===== src/rtl/ex_muldiv_if.sv =====
// ex_muldiv_if: handshake/data bundle between the ID/EX stage, the hazard
// logic and the iterative multiply/divide unit.
//   start_i  : ID/EX holds a valid mult/div instruction this cycle
//   op_i     : 00 MULTU, 01 MULT, 10 DIVU, 11 DIV
//   Data1_i  : rs operand (multiplicand / dividend)
//   Data2_i  : rt operand (multiplier / divisor)
//   rdreq_i  : ID/EX holds MFHI or MFLO this cycle
//   hi_o/lo_o: architectural HI/LO registers
//   busy_o   : unit not idle
//   done_o   : one-cycle pulse after HI/LO were updated
//   stall_o  : combinational stall request to the hazard logic
// Modport master drives the requests; modport slave is the unit itself.
interface ex_muldiv_if #(
  parameter int WIDTH = 32
);
  logic             start_i;
  logic [1:0]       op_i;
  logic [WIDTH-1:0] Data1_i;
  logic [WIDTH-1:0] Data2_i;
  logic             rdreq_i;
  logic [WIDTH-1:0] hi_o;
  logic [WIDTH-1:0] lo_o;
  logic             busy_o;
  logic             done_o;
  logic             stall_o;

  modport master (
    output start_i, op_i, Data1_i, Data2_i, rdreq_i,
    input  hi_o, lo_o, busy_o, done_o, stall_o
  );

  modport slave (
    input  start_i, op_i, Data1_i, Data2_i, rdreq_i,
    output hi_o, lo_o, busy_o, done_o, stall_o
  );
endinterface


===== src/rtl/ex_muldiv.sv =====
// ex_muldiv: iterative MULT/MULTU/DIV/DIVU unit for the EX stage.
// One operation takes ITER iteration cycles (RUN) plus one sign-fix cycle
// (FIX); HI/LO are written on the FIX -> IDLE edge and done_o pulses in the
// following cycle. While busy, a new start or an MFHI/MFLO read raises the
// combinational stall_o so the pipeline holds the instruction in ID/EX.
// Ports:
//   clk_i : rising-edge clock
//   rst_i : asynchronous active-high reset (aborts any running operation)
//   bus   : ex_muldiv_if.slave, see the interface file for signal meanings
module ex_muldiv #(
  parameter int WIDTH = 32,
  parameter int ITER  = WIDTH
) (
  input  logic         clk_i,
  input  logic         rst_i,
  ex_muldiv_if.slave   bus
);

  localparam int CNT_W = $clog2(ITER + 1);

  typedef enum logic [1:0] {
    IDLE = 2'd0,
    RUN  = 2'd1,
    FIX  = 2'd2
  } state_t;

  state_t state_reg, state_next;

  logic [CNT_W-1:0]   cnt_reg;
  logic [1:0]         op_reg;
  logic               sign_a_reg;
  logic               sign_b_reg;
  logic               div_zero_reg;
  // Operand added (multiply) or subtracted (divide) on every iteration.
  logic [WIDTH-1:0]   opnd_reg;
  // Multiply: {partial high, remaining multiplier bits}.
  // Divide:   {partial remainder, remaining dividend bits / quotient bits}.
  logic [2*WIDTH-1:0] acc_reg;
  logic [WIDTH-1:0]   hi_reg;
  logic [WIDTH-1:0]   lo_reg;
  logic               done_reg;

  logic               is_div;
  logic               signed_op;
  logic [WIDTH-1:0]   mag1;
  logic [WIDTH-1:0]   mag2;
  logic [WIDTH:0]     mul_sum;
  logic [2*WIDTH-1:0] mul_next;
  logic [WIDTH:0]     rem_sh;
  logic [WIDTH:0]     div_diff;
  logic               q_bit;
  logic [WIDTH-1:0]   rem_new;
  logic [2*WIDTH-1:0] div_next;
  logic [2*WIDTH-1:0] product;
  logic [WIDTH-1:0]   quo_fix;
  logic [WIDTH-1:0]   rem_fix;
  logic [WIDTH-1:0]   fix_hi;
  logic [WIDTH-1:0]   fix_lo;

  assign is_div    = op_reg[1];
  assign signed_op = op_reg[0];

  // Magnitudes of the incoming operands. Negating 0x80000000 yields
  // 0x80000000, which is the correct unsigned magnitude.
  assign mag1 = (bus.op_i[0] && bus.Data1_i[WIDTH-1]) ? -bus.Data1_i : bus.Data1_i;
  assign mag2 = (bus.op_i[0] && bus.Data2_i[WIDTH-1]) ? -bus.Data2_i : bus.Data2_i;

  // Shift-add multiply step, LSB first: add the multiplicand into the high
  // half when the current multiplier bit is set, then shift right keeping
  // the carry.
  assign mul_sum  = {1'b0, acc_reg[2*WIDTH-1:WIDTH]}
                  + (acc_reg[0] ? {1'b0, opnd_reg} : {(WIDTH+1){1'b0}});
  assign mul_next = {mul_sum, acc_reg[WIDTH-1:1]};

  // Restoring divide step, MSB first: shift the next dividend bit into the
  // remainder, trial-subtract the divisor, keep the difference if it did not
  // go negative. Quotient bits fill the low half from the right.
  assign rem_sh   = {acc_reg[2*WIDTH-1:WIDTH], acc_reg[WIDTH-1]};
  assign div_diff = rem_sh - {1'b0, opnd_reg};
  assign q_bit    = ~div_diff[WIDTH];
  assign rem_new  = q_bit ? div_diff[WIDTH-1:0] : rem_sh[WIDTH-1:0];
  assign div_next = {rem_new, acc_reg[WIDTH-2:0], q_bit};

  // Sign correction applied in FIX.
  assign product = (signed_op && (sign_a_reg ^ sign_b_reg)) ? -acc_reg : acc_reg;
  // A zero divisor leaves the dividend magnitude as remainder, so after the
  // sign fix HI already equals the raw dividend; only LO needs forcing.
  assign quo_fix = div_zero_reg ? {WIDTH{1'b1}} :
                   (signed_op && (sign_a_reg ^ sign_b_reg)) ? -acc_reg[WIDTH-1:0]
                                                            : acc_reg[WIDTH-1:0];
  assign rem_fix = (signed_op && sign_a_reg) ? -acc_reg[2*WIDTH-1:WIDTH]
                                             : acc_reg[2*WIDTH-1:WIDTH];
  assign fix_hi  = is_div ? rem_fix : product[2*WIDTH-1:WIDTH];
  assign fix_lo  = is_div ? quo_fix : product[WIDTH-1:0];

  always_ff @(posedge clk_i or posedge rst_i) begin
    if (rst_i) begin
      state_reg <= IDLE;
    end else begin
      state_reg <= state_next;
    end
  end

  always_comb begin
    state_next = state_reg;
    case (state_reg)
      IDLE: if (bus.start_i) state_next = RUN;
      RUN:  if (cnt_reg == CNT_W'(ITER - 1)) state_next = FIX;
      FIX:  state_next = IDLE;
      default: state_next = IDLE;
    endcase
  end

  always_ff @(posedge clk_i or posedge rst_i) begin
    if (rst_i) begin
      cnt_reg      <= '0;
      op_reg       <= '0;
      sign_a_reg   <= 1'b0;
      sign_b_reg   <= 1'b0;
      div_zero_reg <= 1'b0;
      opnd_reg     <= '0;
      acc_reg      <= '0;
      hi_reg       <= '0;
      lo_reg       <= '0;
      done_reg     <= 1'b0;
    end else begin
      done_reg <= 1'b0;
      case (state_reg)
        IDLE: begin
          if (bus.start_i) begin
            op_reg       <= bus.op_i;
            sign_a_reg   <= bus.op_i[0] & bus.Data1_i[WIDTH-1];
            sign_b_reg   <= bus.op_i[0] & bus.Data2_i[WIDTH-1];
            div_zero_reg <= bus.op_i[1] & (bus.Data2_i == '0);
            cnt_reg      <= '0;
            // High half (partial product / remainder) starts cleared; the
            // low half holds the bits consumed one per iteration.
            if (bus.op_i[1]) begin
              opnd_reg <= mag2;
              acc_reg  <= {{WIDTH{1'b0}}, mag1};
            end else begin
              opnd_reg <= mag1;
              acc_reg  <= {{WIDTH{1'b0}}, mag2};
            end
          end
        end
        RUN: begin
          acc_reg <= is_div ? div_next : mul_next;
          cnt_reg <= cnt_reg + 1'b1;
        end
        FIX: begin
          hi_reg   <= fix_hi;
          lo_reg   <= fix_lo;
          done_reg <= 1'b1;
        end
        default: ;
      endcase
    end
  end

  assign bus.hi_o    = hi_reg;
  assign bus.lo_o    = lo_reg;
  assign bus.busy_o  = (state_reg != IDLE);
  assign bus.done_o  = done_reg;
  assign bus.stall_o = bus.busy_o & (bus.start_i | bus.rdreq_i);

endmodule


===== src/flat_wrapper.sv =====
// flat-port wrapper written by rule: the top's interface ports become plain ports
module ex_muldiv_flat 
#(
  parameter int WIDTH = 32,
  parameter int ITER  = WIDTH
)
  (clk_i, rst_i, bus_start_i, bus_op_i, bus_Data1_i, bus_Data2_i, bus_rdreq_i, bus_hi_o, bus_lo_o, bus_busy_o, bus_done_o, bus_stall_o);
  ex_muldiv_if #(.WIDTH(WIDTH)) bus_i ();
  input  logic clk_i;
  input  logic rst_i;
  input wire logic [$bits(bus_i.start_i)-1:0] bus_start_i;
  input wire logic [$bits(bus_i.op_i)-1:0] bus_op_i;
  input wire logic [$bits(bus_i.Data1_i)-1:0] bus_Data1_i;
  input wire logic [$bits(bus_i.Data2_i)-1:0] bus_Data2_i;
  input wire logic [$bits(bus_i.rdreq_i)-1:0] bus_rdreq_i;
  output wire logic [$bits(bus_i.hi_o)-1:0] bus_hi_o;
  output wire logic [$bits(bus_i.lo_o)-1:0] bus_lo_o;
  output wire logic [$bits(bus_i.busy_o)-1:0] bus_busy_o;
  output wire logic [$bits(bus_i.done_o)-1:0] bus_done_o;
  output wire logic [$bits(bus_i.stall_o)-1:0] bus_stall_o;
  assign bus_i.start_i = bus_start_i;
  assign bus_i.op_i = bus_op_i;
  assign bus_i.Data1_i = bus_Data1_i;
  assign bus_i.Data2_i = bus_Data2_i;
  assign bus_i.rdreq_i = bus_rdreq_i;
  assign bus_hi_o = bus_i.hi_o;
  assign bus_lo_o = bus_i.lo_o;
  assign bus_busy_o = bus_i.busy_o;
  assign bus_done_o = bus_i.done_o;
  assign bus_stall_o = bus_i.stall_o;
  ex_muldiv #(.WIDTH(WIDTH), .ITER(ITER)) u_core (.clk_i(clk_i), .rst_i(rst_i), .bus(bus_i));
endmodule

===== config.mk =====
export PLATFORM = sky130hd
export DESIGN_NAME = ex_muldiv_flat
export DESIGN_NICKNAME = d
export VERILOG_FILES = /design/src/rtl/ex_muldiv_if.sv /design/src/rtl/ex_muldiv.sv /design/src/flat_wrapper.sv
export SDC_FILE = /design/constraint.sdc
export NUM_CORES = 1
export LEC_CHECK = 0
export BUFFER_PORTS_ARGS = -buffer_cell sky130_fd_sc_hd__buf_2
export CAP_MARGIN = 5
export CORE_ASPECT_RATIO = 0.7
export CORE_UTILIZATION = 30
export DETAILED_ROUTE_END_ITERATION = 8
export PLACE_DENSITY = 0.46
export SETUP_SLACK_MARGIN = 0.1
export SLEW_MARGIN = 20
export SYNTH_ARGS = -nofsm -noshare
export SYNTH_HDL_FRONTEND = slang
export SYNTH_SLANG_ARGS = --single-unit

===== constraint.sdc =====
create_clock -name clk_i -period 6.3 [get_ports clk_i]
set_input_delay 0.315 -clock clk_i [delete_from_list [all_inputs] [get_ports clk_i]]
set_output_delay 0.315 -clock clk_i [all_outputs]
set_load 0.01 [all_outputs]

==> flow_summary.toml, run 1 <==
[worst_setup_path]
path_max_fanout = 33
critPathMostFrequentCell = "buf_4"
cp-start-kind = "flip-flop"
cpPeakStageDelay_ns = 0.59
crit_start = "u_core.acc_reg[32]"
r2r_cells = 13
crit_slowest_cell = "dfrtp_1"
reg2reg_from = "u_core.acc_reg[32]"
crit_required_ns = 6.66
end_kind = "flip-flop"
path_cells = "inv_1, fa_1, nand2b_1, a21oi_1, o21ai_0, o211ai_1, buf_4, a221oi_2, o21ai_1, xor2_4, buf_4, mux2_2, a221o_1"
critPathKind = "reg2reg"
arrival_ns = 4.64
crit_end = "u_core.acc_reg[58]"
r2r_slack_ns = 2.03
r2r-end = "u_core.acc_reg[58]"

[drt]
vias_per_cell = 5.48
vias = 13800
drc = 0
ant_nets = 0
dr.first_iter.drc_count = 1045
wl_per_cell_um = 20.1
detail_route.wirelength_mm = 50.4
dr.pass1.iters = 5

[floorplan]
die_area_um2 = 48800
io_pins = 137
rows = 66
fp.dieH_um = 185
die_width_um = 263
coreArea_um2 = 46800
initial_core_util_pct = 30.7

[final_layout]
drive_above_1_share_pct = 11.5
multiInputGateArea_um2 = 9380
mostFrequentLayoutCell = "nand2_1"
final_util_pct = 34.6
largest_reg_flops = 64
final_cell_mix = "nand2_1, nor2_1, dfrtp_1"
n_fill_cell = 4934
final-seq-area_um2 = 4360
layout-area-overhead-vs-synth_pct = 12.7
antenna_cells = 0
nets = 2027

[clocking]
clk_path_buf_depth = 2
cts_sinks = 174
cts_tree = "done"
clkLatencyLatePin_ns = 0.47
cts_root_buf = "clkbuf_16"
path_clk_slew_ns = 0.08
htreeDepth = 4
post_cts_buffers = 0
numCtsBuffers = 17
cts_resized = 0

[sta]
slew_viol_final = 0
max_freq_mhz = 234
period_share_pct = 67.8
fin_setup_tns_ns = 0
clock_skew_ns = 0.0132
grt_setup_unrepaired = "false"
slew_headroom_pct = 38.1
worstMarginPinSlew_ns = 0.925
min_period_ns = 4.27
finalHoldViolCount = 0
setup_violations = 0

[min_path]
whs_path_depth = 3
hold_start = "bus_op_i[0]"
min_path_type = "in2reg"

[power_and_ir_drop]
p_leak_nw = 6.88
cellPowerDensity_nw_per_um2 = 489
vdd_drop_max_v = 0.000306

[placed_design]
io_buffers = 136
dpl.hpwl_mm = 38.3
place.gp.congestion = 0.863

[logic_synthesis]
synth_xor_area_share_pct = 10.0
mappedNetlistNets = 1954
synth.cell_area_um2 = 14400
synth_top_family_by_area = "compound AO/OA/AOI/OAI gates"
ys_ff_latch = 174
synth_warnings = 0
synthSimpleGateAreaFrac_pct = 19.0
async_flop_share_pct = 100
syn_inst = 1813
synthAdderAreaFrac_pct = 6.29
muxShareOfSynthArea_pct = 4.00
yosysSeqAreaShare_pct = 30.3
ys_types = 73
yosysTopAreaCellShare_pct = 30.3
yosys_most_used_dff = "dfrtp_1"
yosys.area.top_type = "dfrtp_1"
synth-compound-area-share_pct = 25.7
ys_top_cells_by_area = "dfrtp_1, ha_1, o21ai_0, nand2_1, nor2_1"
synth_edf_count = 0
syn_avg_cell_area_um2 = 7.92

[global_route]
grt_util_met1_pct = 29.8
grt_pass1_wl_mm = 77.3
antenna_found_initial = 0
globalRoute.totalOverflow = 0
grt_use_total_pct = 20.6
grt_pass1_vias = 12900
grt_max_degree = 100
grt_use_met2_pct = 31.9
grt_busiest_layer = "met2"
met3_usage_pct = 3.46

[run_status]
outcome = "finished clean"

[job]
cap_viol_max_count = 0
-- critical path: cells and delay by family (launching register included) --
kind | cells | cell delay [ns]
AOI/OAI and AO/OA | 6 | 1.53
buffers and inverters | 3 | 0.83
DFF | 1 | 0.59
adders and majority gates | 1 | 0.47
muxes | 1 | 0.40
and+or+nand+nor | 1 | 0.18
xor gates and xnor gates | 1 | 0.16
-- Yosys cell counts, types with 9 or more instances --
cell type / n
a211oi_1: 47
a21o_1: 23
a21oi_1: 148
a22oi_1: 18
a31oi_1: 23
and2_1: 14
buf_1: 10
clkbuf_1: 87
dfrtp_1: 174
ha_1: 69
inv_1: 69
mux2i_1: 54
nand2_1: 199
nand2b_1: 23
nand3_1: 22
nor2_1: 198
nor2b_1: 11
nor3_1: 41
nor4_1: 11
o211ai_1: 42
o21a_1: 10
o21ai_0: 163
o21bai_1: 9
o31ai_1: 19
o41ai_1: 15
or3_1: 13
or4_1: 12
xnor2_1: 81
xor2_1: 83
-- worst min-delay path by stage --
stage                           to  slack (ns)
2_1_floorplan     u_core.op_reg[0]        0.42
3_3_place_gp    u_core.bus.hi_o[6]        0.46
3_5_place_dp   u_core.bus.hi_o[10]        0.47
4_1_cts          u_core.cnt_reg[3]         0.1
5_1_grt           u_core.op_reg[0]        0.17
6_report          u_core.op_reg[0]        0.16
-- stage by stage --
stage | worst slack, ns | power, mW | std cells | hold WS (ns) | instance area [um^2]
2_1_floorplan | 1.27 | 5.52 | 1813 | 0.420 | 14400
3_3_place_gp | 2.08 | 6.77 | 2477 | 0.463 | 15600
3_5_place_dp | 2.04 | 6.81 | 2477 | 0.466 | 15600
4_1_cts | 2.03 | 7.92 | 2509 | 0.0953 | 16100
5_1_grt | 1.73 | 8.59 | 2511 | 0.167 | 16200
6_report | 2.03 | 7.91 | 2511 | 0.160 | 16200
-- area by class of cell --
cell class	instances	area share, %
multi-input combinational	1467	58.0
clock buffer	19	2.68
tap	612	4.73
clock inverter	13	0.750
timing repair buffer	157	5.32
inverter	69	1.63
sequential	174	26.9
-- where the power goes --
part	switching, mW	leakage (nW)	total (mW)	internal [mW]
combinational	2.81	4.57	4.84	2.03
clock	0.541	0.265	1.06	0.521
sequential	0.579	2.04	2.01	1.43
-- timing repair --
action	CTS	global route
endpoints found under the setup margin	0	0
endpoints found under the hold margin	0	52
hold buffers	0	1
-- routing by layer --
| metal | up-vias | share of wire, % |
|---|---|---|
| li1 | 6700 | - |
| met3 | 37 | 5.2 |
| met4 | 0 | 1.2 |
| met2 | 329 | 44 |
| met5 | - | 0 |
| met1 | 6703 | 49 |
-- kinds of logic after synthesis --
kind of cell,count (synthesis)
mux,57
fa+ha+maj,71
simple gates,591
buf+inv,172
xor+xnor,164
compound gates,584
flops,174
Note: power is estimated with default switching activity, not from simulation.
==> run 2: changes to the inputs <==
--- a/config.mk
+++ b/config.mk
@@ -5,12 +5,13 @@
 export SDC_FILE = /design/constraint.sdc
 export NUM_CORES = 1
 export LEC_CHECK = 0
+export ABC_AREA = 1
 export BUFFER_PORTS_ARGS = -buffer_cell sky130_fd_sc_hd__buf_2
 export CAP_MARGIN = 5
 export CORE_ASPECT_RATIO = 0.7
 export CORE_UTILIZATION = 30
 export DETAILED_ROUTE_END_ITERATION = 8
-export PLACE_DENSITY = 0.46
+export PLACE_DENSITY = 0.47
 export SETUP_SLACK_MARGIN = 0.1
 export SLEW_MARGIN = 20
 export SYNTH_ARGS = -nofsm -noshare
==> constraint.sdc (replaced) <==
create_clock -name clk_i -period 3.67 [get_ports clk_i]
set_input_delay 0.1835 -clock clk_i [delete_from_list [all_inputs] [get_ports clk_i]]
set_output_delay 0.1835 -clock clk_i [all_outputs]
set_load 0.01 [all_outputs]
==> flow_summary.toml, run 2 <==
[placed_design]
place_inst = 3660
dpl.hpwl_mm = 58.8
io_buffers = 136
place.gp.congestion = 0.940

[final_layout]
layout-area-overhead-vs-synth_pct = 13.1
final_util_pct = 34.6
final-seq-area_um2 = 4360
nets = 3081
multiInputGateArea_um2 = 10700
largest_reg_flops = 64
final_cell_mix = "nand2_1, inv_1, nand3_1"
drive_above_1_share_pct = 9.86
mostFrequentLayoutCell = "nand2_1"
n_fill_cell = 6261
fin_cells = 3695

[worst_setup_path]
crit_start = "u_core.acc_reg[0]"
cp-start-kind = "flip-flop"
crit_end = "u_core.acc_reg[61]"
cpPeakStageDelay_ns = 0.66
cp_num_cells = 15
crit_slowest_cell = "dfrtp_1"
r2r_cells = 15
path_cells = "nand2_1, inv_1, ha_1, inv_1, fa_1, o21ai_1, nand2_1, nand2_1, nand2_1, nand2_1, nand3b_1, nand3_1, nand3_1, nand3_1, nand2_1"
crit_buf_inv = 2
r2r_slack_ns = 0.48
reg2reg_from = "u_core.acc_reg[0]"
crit_family = "simple AND/OR/NAND/NOR gates"
arrival_ns = 3.54
critPathKind = "reg2reg"
crit_required_ns = 4.02
path_max_fanout = 10
r2r-end = "u_core.acc_reg[61]"
critPathMostFrequentCell = "nand2_1"
end_kind = "flip-flop"

[drt]
dr.pass1.iters = 7
wl_per_cell_um = 19.4
vias_per_cell = 5.12
ant_nets = 0
dr.first_iter.drc_count = 1732
detail_route.wirelength_mm = 71.7
vias = 18900
drc = 0

[clocking]
cts_root_buf = "clkbuf_16"
numCtsBuffers = 17
post_cts_buffers = 0
htreeDepth = 4
cts_sinks = 174
path_clk_slew_ns = 0.08
cts_tree = "done"
clkLatencyLatePin_ns = 0.47
clk_path_buf_depth = 2

[global_route]
antenna_found_initial = 3
globalRoute.totalOverflow = 0
grt_use_total_pct = 24.7
grt_max_degree = 111
grt_pass1_vias = 17400
grt_pass1_wl_mm = 108

[floorplan]
fp.dieH_um = 201
initial_core_util_pct = 30.6
rows = 72
coreArea_um2 = 55600
die_area_um2 = 57600
io_pins = 137
die_width_um = 286

[power_and_ir_drop]
seqPwrFrac_pct = 19.4
p_leak_nw = 10.1
power.internal_mw = 8.47
finalPower_mw = 20.1
cellPowerDensity_nw_per_um2 = 1050
sw_frac_of_total_pct = 57.9
vdd_drop_max_v = 0.000446
p_switching_mw = 11.7
comb_power_share_pct = 71.3
clkPwrFrac_pct = 9.4

[sta]
slew_viol_final = 0
max_freq_mhz = 313
min_period_ns = 3.19
period_share_pct = 87.1
clock_skew_ns = 0.0208
slew_headroom_pct = 36.1
setup_violations = 0
grt_setup_unrepaired = "false"
finalHoldViolCount = 0
fin_setup_tns_ns = 0
worstMarginPinSlew_ns = 0.952

[logic_synthesis]
mappedNetlistNets = 2963
synth_common_cells = "nand2_1, inv_1, nand3_1"
ys_ff_latch = 174
synth_warnings = 0
syn_inst = 2822
yosysMostFrequentCell = "nand2_1"
yosysSeqAreaShare_pct = 25.6
yosys_most_used_dff = "dfrtp_1"
yosysTopAreaCellShare_pct = 25.6
ys_types = 59
ys_top_cells_by_area = "dfrtp_1, nand2_1, inv_1, nand3_1, nor2_1"
synth.cell_area_um2 = 17000
syn_avg_cell_area_um2 = 6.02
synth_edf_count = 0
yosys.area.top_type = "dfrtp_1"
async_flop_share_pct = 100

[min_path]
min_path_type = "in2reg"

[run_status]
outcome = "finished clean"

[job]
cap_viol_max_count = 0
## run 2: cell type report
class	count	area share (%)
multi-input cells	2136	55.6
well taps	740	4.82
inverters	426	8.34
repair buffers	185	5.54
clock buffers	19	2.36
clock inverters	12	0.625
flip-flops and latches	174	22.7
diodes	3	0.0391
## run 2: kinds of logic (layout without fill, tap and decap cells)
logic type      count (synthesis)  count (layout)  synth area share [%]
compound gates                419             419                  14.1
fa+ha+maj                      71              71                  5.32
other cells                     0               3                     0
flops                         174             174                  25.6
simple gates                 1565            1565                  39.2
xor+xnor                       81              81                  4.18
buf+inv                       512             642                  11.6
## run 2: routing by layer
layer	track usage, %	share of wire, %	vias to the layer above
met5	0	0	-
met4	4.87	1.5	0
met3	6.41	9.2	46
met2	33.8	40	643
met1	38.0	50	8904
li1	-	-	9313
## run 2: worst reg2reg max path, stage by stage, from the launching register on
cell      delay (ns)
dfrtp_1         0.66
nand2_1         0.11
inv_1           0.07
ha_1            0.16
inv_1           0.06
fa_1            0.41
o21ai_1         0.49
nand2_1         0.12
nand2_1         0.17
nand2_1         0.09
nand2_1         0.18
nand3b_1        0.19
nand3_1         0.12
nand3_1         0.08
nand3_1         0.11
nand2_1         0.06
## run 2: per-stage QoR
step / worst slack (ns) / hold WS, ns / area [um^2]
4_1_cts: 0.553 / 0.0581 / 19200
3_3_place_gp: 0.608 / 0.374 / 18600
2_1_floorplan: 1.18 / 0.338 / 17000
6_report: 0.475 / 0.0802 / 19200
5_1_grt: 0.227 / 0.0938 / 19200
3_5_place_dp: 0.576 / 0.369 / 18600
## run 2: worst min-delay path by stage
| stage | cells after the start | to | slack, ns | startpoint |
|---|---|---|---|---|
| after CTS | 3 | u_core.opnd_reg[0] | 0.06 | bus_Data1_i[0] |
| after global placement | 3 | u_core.bus.lo_o[0] | 0.37 | rst_i |
| after detailed placement | 3 | u_core.bus.lo_o[0] | 0.37 | rst_i |
| after floorplan | 2 | u_core.opnd_reg[31] | 0.34 | bus_Data2_i[31] |
| final | 4 | u_core.opnd_reg[3] | 0.08 | bus_Data2_i[3] |
| after global routing | 3 | u_core.opnd_reg[0] | 0.09 | bus_Data1_i[0] |
## run 2: power by group through the flow
stage / Clock (mW) / Combinational [mW] / Sequential (mW)
2_1_floorplan: 0 / 9.80 / 3.67
3_3_place_gp: 0 / 14.1 / 3.92
3_5_place_dp: 0 / 14.1 / 3.94
4_1_cts: 1.93 / 14.2 / 3.90
5_1_grt: 2.00 / 16.2 / 4.00
6_report: 1.88 / 14.3 / 3.90
## run 2: repair_timing
| action | 4_1_cts | 5_1_grt |
|---|---|---|
| hold buffers | 1 | 0 |
| resized for setup | 0 | 0 |
| endpoints found under the hold margin | 159 | 0 |
==> run 3: changes to the inputs <==
--- a/config.mk
+++ b/config.mk
@@ -11,7 +11,8 @@
 export CORE_ASPECT_RATIO = 0.7
 export CORE_UTILIZATION = 30
 export DETAILED_ROUTE_END_ITERATION = 8
-export PLACE_DENSITY = 0.47
+export PLACE_DENSITY_LB_ADDON = 0.2
+export REMOVE_ABC_BUFFERS = 1
 export SETUP_SLACK_MARGIN = 0.1
 export SLEW_MARGIN = 20
 export SYNTH_ARGS = -nofsm -noshare
==> flow_summary.toml, run 3 (same netlist as run 2, synthesis figures left out) <==
[run_status]
outcome = "finished clean"

[drt]
ant_nets = 0
vias = 18900
vias_per_cell = 5.12
drc = 0
wl_per_cell_um = 18.8
dr.pass1.iters = 5
detail_route.wirelength_mm = 69.5
dr.first_iter.drc_count = 2022

[worst_setup_path]
path_cells = "inv_1, ha_1, fa_1, inv_1, nand2_1, nand2_1, nand3_1, nand2_1, nand2_1, nand2_2, nand2_2, nand3_1, nand2_2, nor2_1, nand2_1, nand3_1, o21ai_1"
cp-start-kind = "flip-flop"
arrival_ns = 3.47
critPathMostFrequentCell = "nand2_1"
cpPeakStageDelay_ns = 0.43
crit_buf_inv = 2
path_max_fanout = 31
critPathKind = "reg2reg"
crit_required_ns = 4.02
crit_slowest_cell = "dfrtp_1"
end_kind = "flip-flop"
crit_family = "simple AND/OR/NAND/NOR gates"

[final_layout]
fin_cells = 3689
drive_above_1_share_pct = 9.77
mostFrequentLayoutCell = "nand2_1"
layout-area-overhead-vs-synth_pct = 13.3
antenna_cells = 0
largest_reg_flops = 64
final_cell_mix = "nand2_1, inv_1, nand3_1"
nets = 3077

[sta]
clock_skew_ns = 0.0136
whs_ns = 0.0634
period_share_pct = 85.0
setup_violations = 0
slew_headroom_pct = 34.1
slew_viol_final = 0
worstMarginPinSlew_ns = 0.987
finalHoldViolCount = 0
min_period_ns = 3.12
max_freq_mhz = 321
grt_setup_unrepaired = "false"

[clocking]
path_clk_slew_ns = 0.08
post_cts_buffers = 0
cts_tree = "done"
htreeDepth = 4
cts_root_buf = "clkbuf_16"
clk_path_buf_depth = 2
cts_resized = 0
cts_sinks = 174
clkLatencyLatePin_ns = 0.47
numCtsBuffers = 17
postCtsHoldBufs = 1

[global_route]
grt_pass1_vias = 17700
grt_use_total_pct = 24.0
antenna_found_initial = 5
globalRoute.totalOverflow = 0
grt_max_degree = 78
grt_pass1_wl_mm = 106

[power_and_ir_drop]
p_switching_mw = 11.6
seqPwrFrac_pct = 18.9
power.internal_mw = 8.58
sw_frac_of_total_pct = 57.4
p_leak_nw = 10.1
vdd_drop_max_v = 0.000452
cellPowerDensity_nw_per_um2 = 1050
clkPwrFrac_pct = 10.1
comb_power_share_pct = 71.0

[floorplan]
initial_core_util_pct = 30.6
coreArea_um2 = 55600
fp.dieH_um = 201
io_pins = 137
die_width_um = 286
die_area_um2 = 57600
rows = 72

[placed_design]
place.gp.congestion = 0.976
dpl.hpwl_mm = 56.3
place_inst = 3656
io_buffers = 136

[min_path]
min_path_type = "in2reg"

[job]
cap_viol_max_count = 0
==> run 3: per-stage QoR <==
| step | power (mW) | util, % | setup slack [ns] | area, um^2 | TNS [ns] |
|---|---|---|---|---|---|
| 2_1_floorplan | 13.2 | - | -1.71 | 16600 | -311.56 |
| 4_1_cts | 20.0 | 34.6 | 0.591 | 19300 | 0 |
| 5_1_grt | 22.1 | 34.6 | 0.250 | 19300 | 0 |
| 6_report | 20.1 | 34.6 | 0.551 | 19300 | 0 |
| 3_5_place_dp | 17.9 | 33.5 | 0.603 | 18600 | 0 |
| 3_3_place_gp | 17.8 | 33.5 | 0.638 | 18600 | 0 |
==> run 3: layer usage <==
layer	part of all wire, %	global-route usage, %	vias to the layer above
li1	-	-	9308
met1	49	36.0	8850
met2	41	34.2	657
met3	8.7	6.16	57
met4	1.4	4.51	0
met5	0	0	-
==> run 3: path summary, 6_finish.rpt <==
| check | slack (ns) | cells past startpoint | to | startpoint |
|---|---|---|---|---|
| worst max register to register | 0.55 | 17 | u_core.acc_reg[40] | u_core.acc_reg[31] |
| min in group asynchronous | 0.35 | 3 | u_core.bus.done_o | rst_i |
| worst min-delay path | 0.06 | 4 | u_core.opnd_reg[3] | bus_Data2_i[3] |
| max in group asynchronous | 2.29 | 4 | u_core.bus.hi_o[5] | rst_i |
| worst min register to register | 0.48 | 2 | u_core.bus.hi_o[24] | u_core.bus.hi_o[24] |
| worst max-delay path | 0.55 | 17 | u_core.acc_reg[40] | u_core.acc_reg[31] |
==> run 3: final cells by class <==
cell class | instances | area, um^2
Clock buffer | 18 | 439
Clock inverter | 14 | 195
Fill cell | 6204 | 36300
Inverter | 426 | 1600
Multi-Input combinational cell | 2136 | 10700
Sequential cell | 174 | 4360
Tap cell | 740 | 926
Timing Repair Buffer | 181 | 1050
==> run 3: worst register-to-register path, delay by kind of cell, from the launching register on <==
| family | cells | cell delay, ns |
|---|---|---|
| and+or+nand+nor | 12 | 1.68 |
| buffers and inverters | 2 | 0.19 |
| DFF | 1 | 0.43 |
| AOI/OAI and AO/OA | 1 | 0.06 |
| adders and majority gates | 2 | 0.65 |
==> run 3: power groups by stage <==
stage,registers (mW),clock network [mW],logic (mW)
2_1_floorplan,3.82,0,9.41
3_3_place_gp,3.81,0,14.0
3_5_place_dp,3.84,0,14.0
4_1_cts,3.80,2.07,14.1
5_1_grt,3.92,2.13,16.1
6_report,3.81,2.02,14.3
